<file path="config.mk">
export PLATFORM = sky130hd
export DESIGN_NAME = mem_arbiter
export DESIGN_NICKNAME = d
export VERILOG_FILES = /design/src/rtl/mem_arbiter.sv
export SDC_FILE = /design/constraint.sdc
export NUM_CORES = 1
export LEC_CHECK = 0
export ABC_AREA = 1
export BUFFER_PORTS_ARGS = -buffer_cell sky130_fd_sc_hd__buf_2
export CORE_ASPECT_RATIO = 1.5
export CORE_UTILIZATION = 35
export CTS_BUF_LIST = sky130_fd_sc_hd__clkbuf_8
export DETAILED_ROUTE_END_ITERATION = 8
export PLACE_DENSITY = 0.74
export SLEW_MARGIN = 10
export SYNTH_ARGS = -nofsm -noshare
export SYNTH_HDL_FRONTEND = slang
export SYNTH_SLANG_ARGS = --single-unit
export TNS_END_PERCENT = 50
</file>
<file path="constraint.sdc">
create_clock -name clk -period 1.26 [get_ports clk]
set_input_delay 0.126 -clock clk [delete_from_list [all_inputs] [get_ports clk]]
set_output_delay 0.126 -clock clk [all_outputs]
set_load 0.02 [all_outputs]
</file>
<file path="src/rtl/mem_arbiter.sv">
// -----------------------------------------------------------------------------
// mem_arbiter
//
// Two-port round-robin arbiter and access sequencer for a small register-file
// memory with asynchronous read. Port A and port B each issue one command at a
// time through a req/ack handshake. The arbiter grants one requester, latches
// its command, drives the memory for exactly one cycle, captures read data and
// returns a one-cycle ack pulse to the granted port.
//
// Ports:
//   clk        system clock, rising-edge
//   reset      synchronous active-high reset
//   req_a/b    request, held high by the requester until its ack
//   we_a/b     1 = write, 0 = read
//   addr_a/b   word address
//   wdata_a/b  write data
//   ack_a/b    one-cycle completion pulse
//   rdata_a/b  registered read data, held until the next read by that port
//   mem_we     memory write enable (high only in ACCESS, never during reset)
//   mem_addr   memory address (last latched command address)
//   mem_wdata  memory write data (last latched command data)
//   mem_rdata  memory read data, combinational in mem_addr
//   busy       high whenever the sequencer is not IDLE
// -----------------------------------------------------------------------------
// state  | meaning
// -------+---------------------------------------------------------------
// IDLE   | waiting for a request; arbitration and command latch on grant
// ACCESS | memory driven with the latched command; write commits / read
//        | data captured at the closing edge
// DONE   | ack pulse to the granted port
// -----------------------------------------------------------------------------
module mem_arbiter #(
    parameter int DATA_W = 32,
    parameter int ADDR_W = 3
) (
    input  logic              clk,
    input  logic              reset,

    input  logic              req_a,
    input  logic              we_a,
    input  logic [ADDR_W-1:0] addr_a,
    input  logic [DATA_W-1:0] wdata_a,
    output logic              ack_a,
    output logic [DATA_W-1:0] rdata_a,

    input  logic              req_b,
    input  logic              we_b,
    input  logic [ADDR_W-1:0] addr_b,
    input  logic [DATA_W-1:0] wdata_b,
    output logic              ack_b,
    output logic [DATA_W-1:0] rdata_b,

    output logic              mem_we,
    output logic [ADDR_W-1:0] mem_addr,
    output logic [DATA_W-1:0] mem_wdata,
    input  logic [DATA_W-1:0] mem_rdata,

    output logic              busy
);

    typedef enum logic [1:0] {
        IDLE   = 2'd0,
        ACCESS = 2'd1,
        DONE   = 2'd2
    } state_t;

    state_t              state_q, state_d;
    logic                sel_q, sel_d;
    logic                last_served_q, last_served_d;
    logic                cmd_we_q, cmd_we_d;
    logic [ADDR_W-1:0]   cmd_addr_q, cmd_addr_d;
    logic [DATA_W-1:0]   cmd_wdata_q, cmd_wdata_d;
    logic [DATA_W-1:0]   rdata_a_q, rdata_a_d;
    logic [DATA_W-1:0]   rdata_b_q, rdata_b_d;
    logic                grant_b;

    // B wins when it is the only requester, or on a tie when A was served last.
    assign grant_b = req_b & (~req_a | ~last_served_q);

    always_comb begin
        state_d       = state_q;
        sel_d         = sel_q;
        last_served_d = last_served_q;
        cmd_we_d      = cmd_we_q;
        cmd_addr_d    = cmd_addr_q;
        cmd_wdata_d   = cmd_wdata_q;
        rdata_a_d     = rdata_a_q;
        rdata_b_d     = rdata_b_q;

        case (state_q)
            IDLE: begin
                if (req_a || req_b) begin
                    sel_d         = grant_b;
                    last_served_d = grant_b;
                    if (grant_b) begin
                        cmd_we_d    = we_b;
                        cmd_addr_d  = addr_b;
                        cmd_wdata_d = wdata_b;
                    end else begin
                        cmd_we_d    = we_a;
                        cmd_addr_d  = addr_a;
                        cmd_wdata_d = wdata_a;
                    end
                    state_d = ACCESS;
                end
            end
            ACCESS: begin
                if (!cmd_we_q) begin
                    if (sel_q) begin
                        rdata_b_d = mem_rdata;
                    end else begin
                        rdata_a_d = mem_rdata;
                    end
                end
                state_d = DONE;
            end
            DONE: begin
                state_d = IDLE;
            end
            default: begin
                state_d = IDLE;
            end
        endcase
    end

    always_ff @(posedge clk) begin
        if (reset) begin
            state_q       <= IDLE;
            sel_q         <= 1'b0;
            last_served_q <= 1'b1;
            cmd_we_q      <= 1'b0;
            cmd_addr_q    <= '0;
            cmd_wdata_q   <= '0;
            rdata_a_q     <= '0;
            rdata_b_q     <= '0;
        end else begin
            state_q       <= state_d;
            sel_q         <= sel_d;
            last_served_q <= last_served_d;
            cmd_we_q      <= cmd_we_d;
            cmd_addr_q    <= cmd_addr_d;
            cmd_wdata_q   <= cmd_wdata_d;
            rdata_a_q     <= rdata_a_d;
            rdata_b_q     <= rdata_b_d;
        end
    end

    // Reset masks the write enable combinationally: with a synchronous reset
    // the state is still ACCESS during the reset cycle, and the memory would
    // otherwise commit the aborted write at that edge.
    assign mem_we    = (state_q == ACCESS) & cmd_we_q & ~reset;
    assign mem_addr  = cmd_addr_q;
    assign mem_wdata = cmd_wdata_q;

    assign ack_a     = (state_q == DONE) & ~sel_q;
    assign ack_b     = (state_q == DONE) &  sel_q;
    assign rdata_a   = rdata_a_q;
    assign rdata_b   = rdata_b_q;
    assign busy      = (state_q != IDLE);

endmodule

</file>
---- Word-level counts from Yosys, hierarchy flattened ----
Cells that the tools add are included.
word-level totals
  register bits ........................... 104
  bits of input ports ..................... 108
  output and inout port bits .............. 103
  logic and storage cells ................. 33
operators by class
  eq/ne operators ......................... 3
  muxes and demuxes ....................... 5
  bitwise operators ....................... 11
  reduce and logical (&&, ||, !) cells .... 6
operator list
  cell                  number
  $mux W32              1
  $reduce_and A3 Y1     2
  $and A1 B1 Y1         5
  $not A1 Y1            5
  $pmux W2 S2           1
  $mux W3               1
  $eq A2 B1 Y1 const B  1
  $eq A2 B2 Y1 const B  1
  $logic_not A2 Y1      1
  $mux W2               1
  $ne A2 B2 Y1 const B  1
  $reduce_and A2 Y1     1
  $reduce_bool A2 Y1    1
  $logic_or A1 B1 Y1    1
  $mux W1               1
  $or A1 B1 Y1          1

---- Longest topological paths before layout ----
Gate-level depths: netlist of the first run.
  depth after elaboration ................. 4
  mapped depth ............................ 7
  gate-level depth less buffers ........... 6

---- Worst setup path after synthesis of the first run ----
No wires, ideal clock.
  path kind ............................... register to output
  start point ............................. register sel_q
  end point ............................... output ack_b
  data arrival time ....................... 1.167 ns
  required time ........................... 1.134 ns
  path slack .............................. -0.033 ns
  stages on the path, launching flop included .. 4
  path buffers ............................ 1
  cells stage by stage .................... dfxtp_1 -> inv_2 -> clkbuf_1 -> nor3_1
on the way
  word-level cells in the longest chain between the ends .. 1
ends and longest elaborated chain
  item                    RTL line  RTL
  from (decl)             68        logic sel_q, sel_d;
  from (signal assigned)  138       sel_q <= sel_d;
  $and A1 B1 Y1           156       assign ack_b = (state_q == DONE) & sel_q;
  to (decl)               50        output logic ack_b,
Every way passes these cells.

---- Worst setup path in the final report of the first run ----
  start point ............................. register state_q[0]
  end point ............................... output ack_b
on the way
  word-level cells in the longest chain between the ends .. 2
ends and longest elaborated chain
  item                    RTL line  RTL
  from (decl)             67        state_t state_q, state_d;
  from (signal assigned)  137       state_q <= state_d;
  $eq A2 B2 Y1            156
  $and A1 B1 Y1           156
Every way passes these cells.

==> flow_summary.toml, run 1 <==
[floorplanning]
num_rows = 53
fp.dieArea_sq_mm = 0.0148
coreArea_sq_mm = 0.0140
initial_core_util_pct = 35.7
ios = 211
die_x_microns = 99.5
die_h_microns = 148

[sta]
grt_setup_unrepaired = "true"
fmax_mhz = 731
finalSetupViolCount = 4
period_needed_ps = 1370
drv_slew = 0
setup_ws_ps = -109
fin_crit_sh_pct = 109
hold_viol_final = 0
fin_tns_setup_ps = -292
tightestPinTransition_ps = 296
slew_headroom_pct = 80.2
fin_skew_ps = 18.1

[synthesis]
synth-async-reset-ratio_pct = 0
synth_seq_cells = 104
syn_avg_cell_area_sq_um = 6.56
synthTopCellsByArea = "dfxtp_1 42%, nor2_1 15%, nand2_1 13%"
yosysMostFrequentCell = "nor2_1"
synth_top_area_share_pct = 41.7
synth_cell_types = 22
syn_nets = 869
synth_edf_count = 0
ys.flop_type = "dfxtp_1"
syn_area_sq_mm = 0.00499
ys_seq_area_share_pct = 41.7
synth_cells = 761
yosysTopAreaCell = "dfxtp_1"
yosysWarnings = 0
synthTopCellsByCount = "204 x nor2_1, 175 x nand2_1, 104 x dfxtp_1"

[min_path]
hold_end = "rdata_a[19]"
hp-start = "mem_rdata[19]"
hold_path_depth = 5
hold_path_class = "in -> reg"

[worst_setup_path]
slowest_delay_ps = 370
critPathBufInv = 2
cp_common_cell = "buf_4"
end_kind = "output pin"
reg2reg_depth = 7
worst_ep_arrival_time_ps = 1240
cp_top_family = "flip-flops"
r2r_start = "state_q[1]"
cp.required_ps = 1130
cp_slowest_cell = "dfxtp_4"
cp_max_fo = 4
worstSetupPathType = "reg -> out"
r2r_slack_ps = 30
crit_chain = "buf_4, nor3_2, buf_4"
critPathLaunchType = "register"
reg2reg_to = "rdata_a[11]"

[clocking]
path_clk_slew_ps = 110
cts_tree = "built"
numCtsBuffers = 9
cts.path.max_buffers = 2
clkLatencyLatePin_ps = 380
htreeDepth = 3
cts-root-buf = "clkbuf_8"
clock-sinks = 104

[route]
finalWirelength_microns = 14600
viasPerCell = 4.49
first_iter_violations = 145
drc_errors = 0
ant_nets = 0
wl_per_cell_microns = 12.5
drtPass1Iterations = 4
vias = 5217

[grt]
gr-usage-met2_pct = 34.1
grt_max_degree = 58
antenna_found_initial = 0
use_met3_pct = 3.62
grt_overflow = 0
track_usage_pct = 18.5
grt_use_met1_pct = 21.0
grt_pass1_wl_microns = 22000
first_global_vias = 4671
grt_most_used_layer = "met2"

[cells_and_area]
num_antenna_cells = 0
fillerInstances = 1475
fin_nets = 1073
area_growth_pct = 36.2
final_core_util_pct = 48.6
drive_above_1_share_pct = 29.5
fin_area_sq_mm = 0.00680

[power]
p_leak_nw = 3.59
powerDensity_mw_per_mm2 = 1190
vdd_drop_max_v = 0.000531

[placement]
globalplace.congestion = 0.811
dpl_cell_area_sq_mm = 0.00636
io_buffer_count = 210
place_hpwl_microns = 9670

[flow_run]
drv_cap = 0

[status]
status = "finished with violations"
failed_checks = "negative setup slack"
## metrics by stage
| stage | hold WS, ps | setup WS [ps] | total power, mW | std cells |
|---|---|---|---|---|
| floorplan | 195 | -22.1 | 5.21 | 761 |
| global placement | 378 | 25.8 | 5.99 | 1135 |
| detailed placement | 390 | -19.8 | 6.02 | 1135 |
| CTS | 62.0 | -96.2 | 8.04 | 1157 |
| global route | 73.2 | -195 | 8.59 | 1162 |
| finish | 80.4 | -109 | 8.07 | 1162 |
## tightest hold or removal path: cells and delay by family
family | cells | cell delay (ps)
buf+inv | 2 | 110
simple gates | 3 | 190
## cell families after synthesis
family	Yosys count	synth area share [%]
AND/OR/NAND/NOR	491	41.2
AO/OA/AOI/OAI	38	5.62
flip-flops	104	41.7
buffers and inverters	128	11.5
## power breakdown
group	total, mW	internal, mW	leakage (nW)	switching, mW
registers	3.71	3.57	0.856	0.142
clock network	1.98	0.742	0.0908	1.24
logic	2.39	0.952	2.64	1.43
total	8.07	5.26	3.59	2.81
## per-layer routing
metal,up-vias,wire [microns]
met1,2264,5840
met2,167,7650
li1,2761,-
met5,-,0
met4,0,342
met3,25,717
## worst max path at each step
stage | cells after the start | endpoint | from
detailed placement | 7 | mem_wdata[6] | state_q[0]
floorplan | 6 | mem_we | state_q[0]
global placement | 7 | mem_wdata[12] | state_q[0]
CTS | 5 | mem_we | state_q[1]
finish | 3 | ack_b | state_q[0]
global route | 3 | ack_b | state_q[0]
## area by class of cell
type                       count  area, sq um  share of cell area (%)
timing repair buffer         248         1610                    23.7
inverter                      73          278                    4.09
clock inverter                 7         52.6                   0.773
sequential                   104         2090                    30.8
tap                          192          240                    3.53
multi-input combinational    529         2400                    35.3
clock buffer                   9          124                    1.82
## sequential cells by signal, summed over array words and instances (netlist names)
register,count
mem_wdata,32
rdata_a,32
rdata_b,32
mem_addr,3
state_q,2
cmd_we_q,1
last_served_q,1
sel_q,1
## cells in the final DEF, fill, tap and decap left out, drive strengths merged
cell | synthesis | routed
nand2 | 176 | 176
inv | 73 | 76
buf | 40 | 242
a21oi | 1 | 1
nor2 | 209 | 209
clkinv | 0 | 3
clkinvlp | 0 | 1
clkbuf | 15 | 14
a21boi | 36 | 36
nand4 | 32 | 32
o21ai | 1 | 1
dfxtp | 104 | 104
nand3 | 71 | 71
nor3 | 3 | 3
dlygate4sd3 | 0 | 1
## repair_timing
action | 4_1_cts | 5_1_grt
gates cloned | 0 | 5
pin swaps | 1 | 1
hold endpoints to repair | 3 | 0
resized for setup | 13 | 16
setup buffers | 5 | 0
setup endpoints to repair | 16 | 55
hold buffers | 1 | 0
Note: power is estimated with default switching activity, not from simulation.
==> run 2, diff against run 1 <==
CORE_ASPECT_RATIO = 0.5   (was 1.5)
==> run 2 against run 1 <==
Against the previous run:
- the flow still finishes with violations (negative setup slack)
- routed wire length shrank 2.8%
- clock power about the same
- count of clock-buffer cells in the layout unchanged
- critical path type unchanged
==> flow_summary.toml, run 2 (same netlist as run 1, synthesis figures left out) <==
[min_path]
hold_path_class = "in -> reg"

[route]
ant_nets = 0
drc_errors = 0
wl_per_cell_microns = 12.3
finalWirelength_microns = 14100
viasPerCell = 4.56
first_iter_violations = 190
drtPass1Iterations = 5
vias = 5253

[power]
p_leak_nw = 3.50
p_clk_share_pct = 24.9
powerDensity_mw_per_mm2 = 1200
comb_power_share_pct = 28.2
vdd_drop_max_v = 0.000541
p_seq_share_pct = 46.9
power_mw = 7.92
intPower_mw = 5.15
p_sw_share_pct = 34.9
power.switching_mw = 2.76

[sta]
fin_skew_ps = 14.9
fin_crit_sh_pct = 106
drv_slew = 0
slew_headroom_pct = 80.4
hold_viol_final = 0
finalSetupViolCount = 5
fmax_mhz = 749
setup_ws_ps = -74.4
tightestPinTransition_ps = 294
grt_setup_unrepaired = "true"
fin_tns_setup_ps = -176
period_needed_ps = 1330

[grt]
grt_overflow = 0
gr-usage-met2_pct = 33.8
grt_most_used_layer = "met2"
track_usage_pct = 19.2
antenna_found_initial = 0
grt_use_met1_pct = 24.0
grt_max_degree = 73
first_global_vias = 4745
grt_pass1_wl_microns = 22700
use_met3_pct = 3.74

[placement]
io_buffer_count = 210
place_hpwl_microns = 10300
globalplace.congestion = 0.813

[worst_setup_path]
worst_ep_arrival_time_ps = 1210
critPathLaunchType = "register"
worstSetupPathType = "reg -> out"
end_kind = "output pin"
cp.required_ps = 1130
cp_max_fo = 4

[clocking]
numCtsBuffers = 9
cts_tree = "built"
path_clk_slew_ps = 110
htreeDepth = 3
cts.path.max_buffers = 2
cts-root-buf = "clkbuf_8"
clkLatencyLatePin_ps = 370
clock-sinks = 104

[cells_and_area]
num_antenna_cells = 0
multiInputGateArea_sq_mm = 0.00236
final_cell_mix = "206 x buf_2, 202 x nor2_1, 175 x nand2_1"
final_common_cell = "buf_2"
seqCellArea_sq_mm = 0.00209
area_growth_pct = 32.1
fin_nets = 1065
fillerInstances = 1416
drive_above_1_share_pct = 28.6

[floorplanning]
ios = 211
fp.dieArea_sq_mm = 0.0148
die_h_microns = 86.4
die_x_microns = 171
num_rows = 30
coreArea_sq_mm = 0.0137
initial_core_util_pct = 36.3

[status]
status = "finished with violations"
failed_checks = "negative setup slack"

[flow_run]
drv_cap = 0
-- run 2: cell types whose count changed in the layout (fill, tap and decap cells not counted), moves of 2 or more --
cell        before  now
nor2_4           4    2
inv_8            0    2
clkinv_2         3    1
inv_6            4    0
nor2_2           1    4
clkinvlp_4       1    3
buf_12          12   10
clkbuf_16        5    0
-- run 2: final timing paths --
check	from	to	slack, ps	cells past startpoint
max	state_q[0]	mem_we	-70	5
min	wdata_b[20]	mem_wdata[20]	80	5
max reg2reg	state_q[1]	rdata_a[31]	0	7
min reg2reg	rdata_b[1]	rdata_b[1]	470	2
-- run 2: power groups by stage --
stage               sequential (mW)  combinational (mW)  clock, mW
finish                         3.71                2.23       1.97
global route                   3.75                2.49       2.20
CTS                            3.72                2.23       2.07
detailed placement             3.79                2.20          0
global placement               3.78                2.17          0
floorplan                      4.11                1.10          0
-- run 2: final cells by class --
cell class	count	share of cell area, %
Clock buffer	9	1.88
Tap cell	192	3.64
Clock inverter	6	0.816
Multi-Input combinational cell	529	35.9
Inverter	73	4.25
Timing Repair Buffer	240	21.8
Sequential cell	104	31.7
-- run 2: per-stage QoR --
stage | worst slack (ps) | hold slack, ps | cell area (sq um) | utilization [%] | cells
5_1_grt | -151 | 91.9 | 6590 | 48.0 | 1153
6_report | -74.4 | 83.1 | 6590 | 48.0 | 1153
2_1_floorplan | -22.1 | 195 | 5000 | - | 761
3_3_place_gp | -25.9 | 371 | 6310 | 45.9 | 1133
3_5_place_dp | -57.8 | 373 | 6310 | 45.9 | 1133
4_1_cts | -116 | 58.3 | 6550 | 47.7 | 1151
-- run 2: per-layer routing --
metal  routed length [microns]  part of all wire, %  vias up
met5                         0                    0        -
met4                       212                  1.5        0
met3                       581                  4.1       16
met2                      7010                   50      135
met1                      6330                   45     2365
li1                          -                    -     2737
-- run 2: what timing repair did --
action                                  4_1_cts  5_1_grt
pin swaps                                     3        2
hold buffers                                  1        0
hold endpoints to repair                      3        0
buffers inserted                              2        2
endpoints found under the setup margin       22       89
resized for setup                            13        9
-- run 2: worst max-delay path, stage by stage, from the launching register on --
cell	delay, ps
dfxtp_2	370
inv_2	60
nor2_4	110
inv_2	50
nor3_2	100
buf_4	170
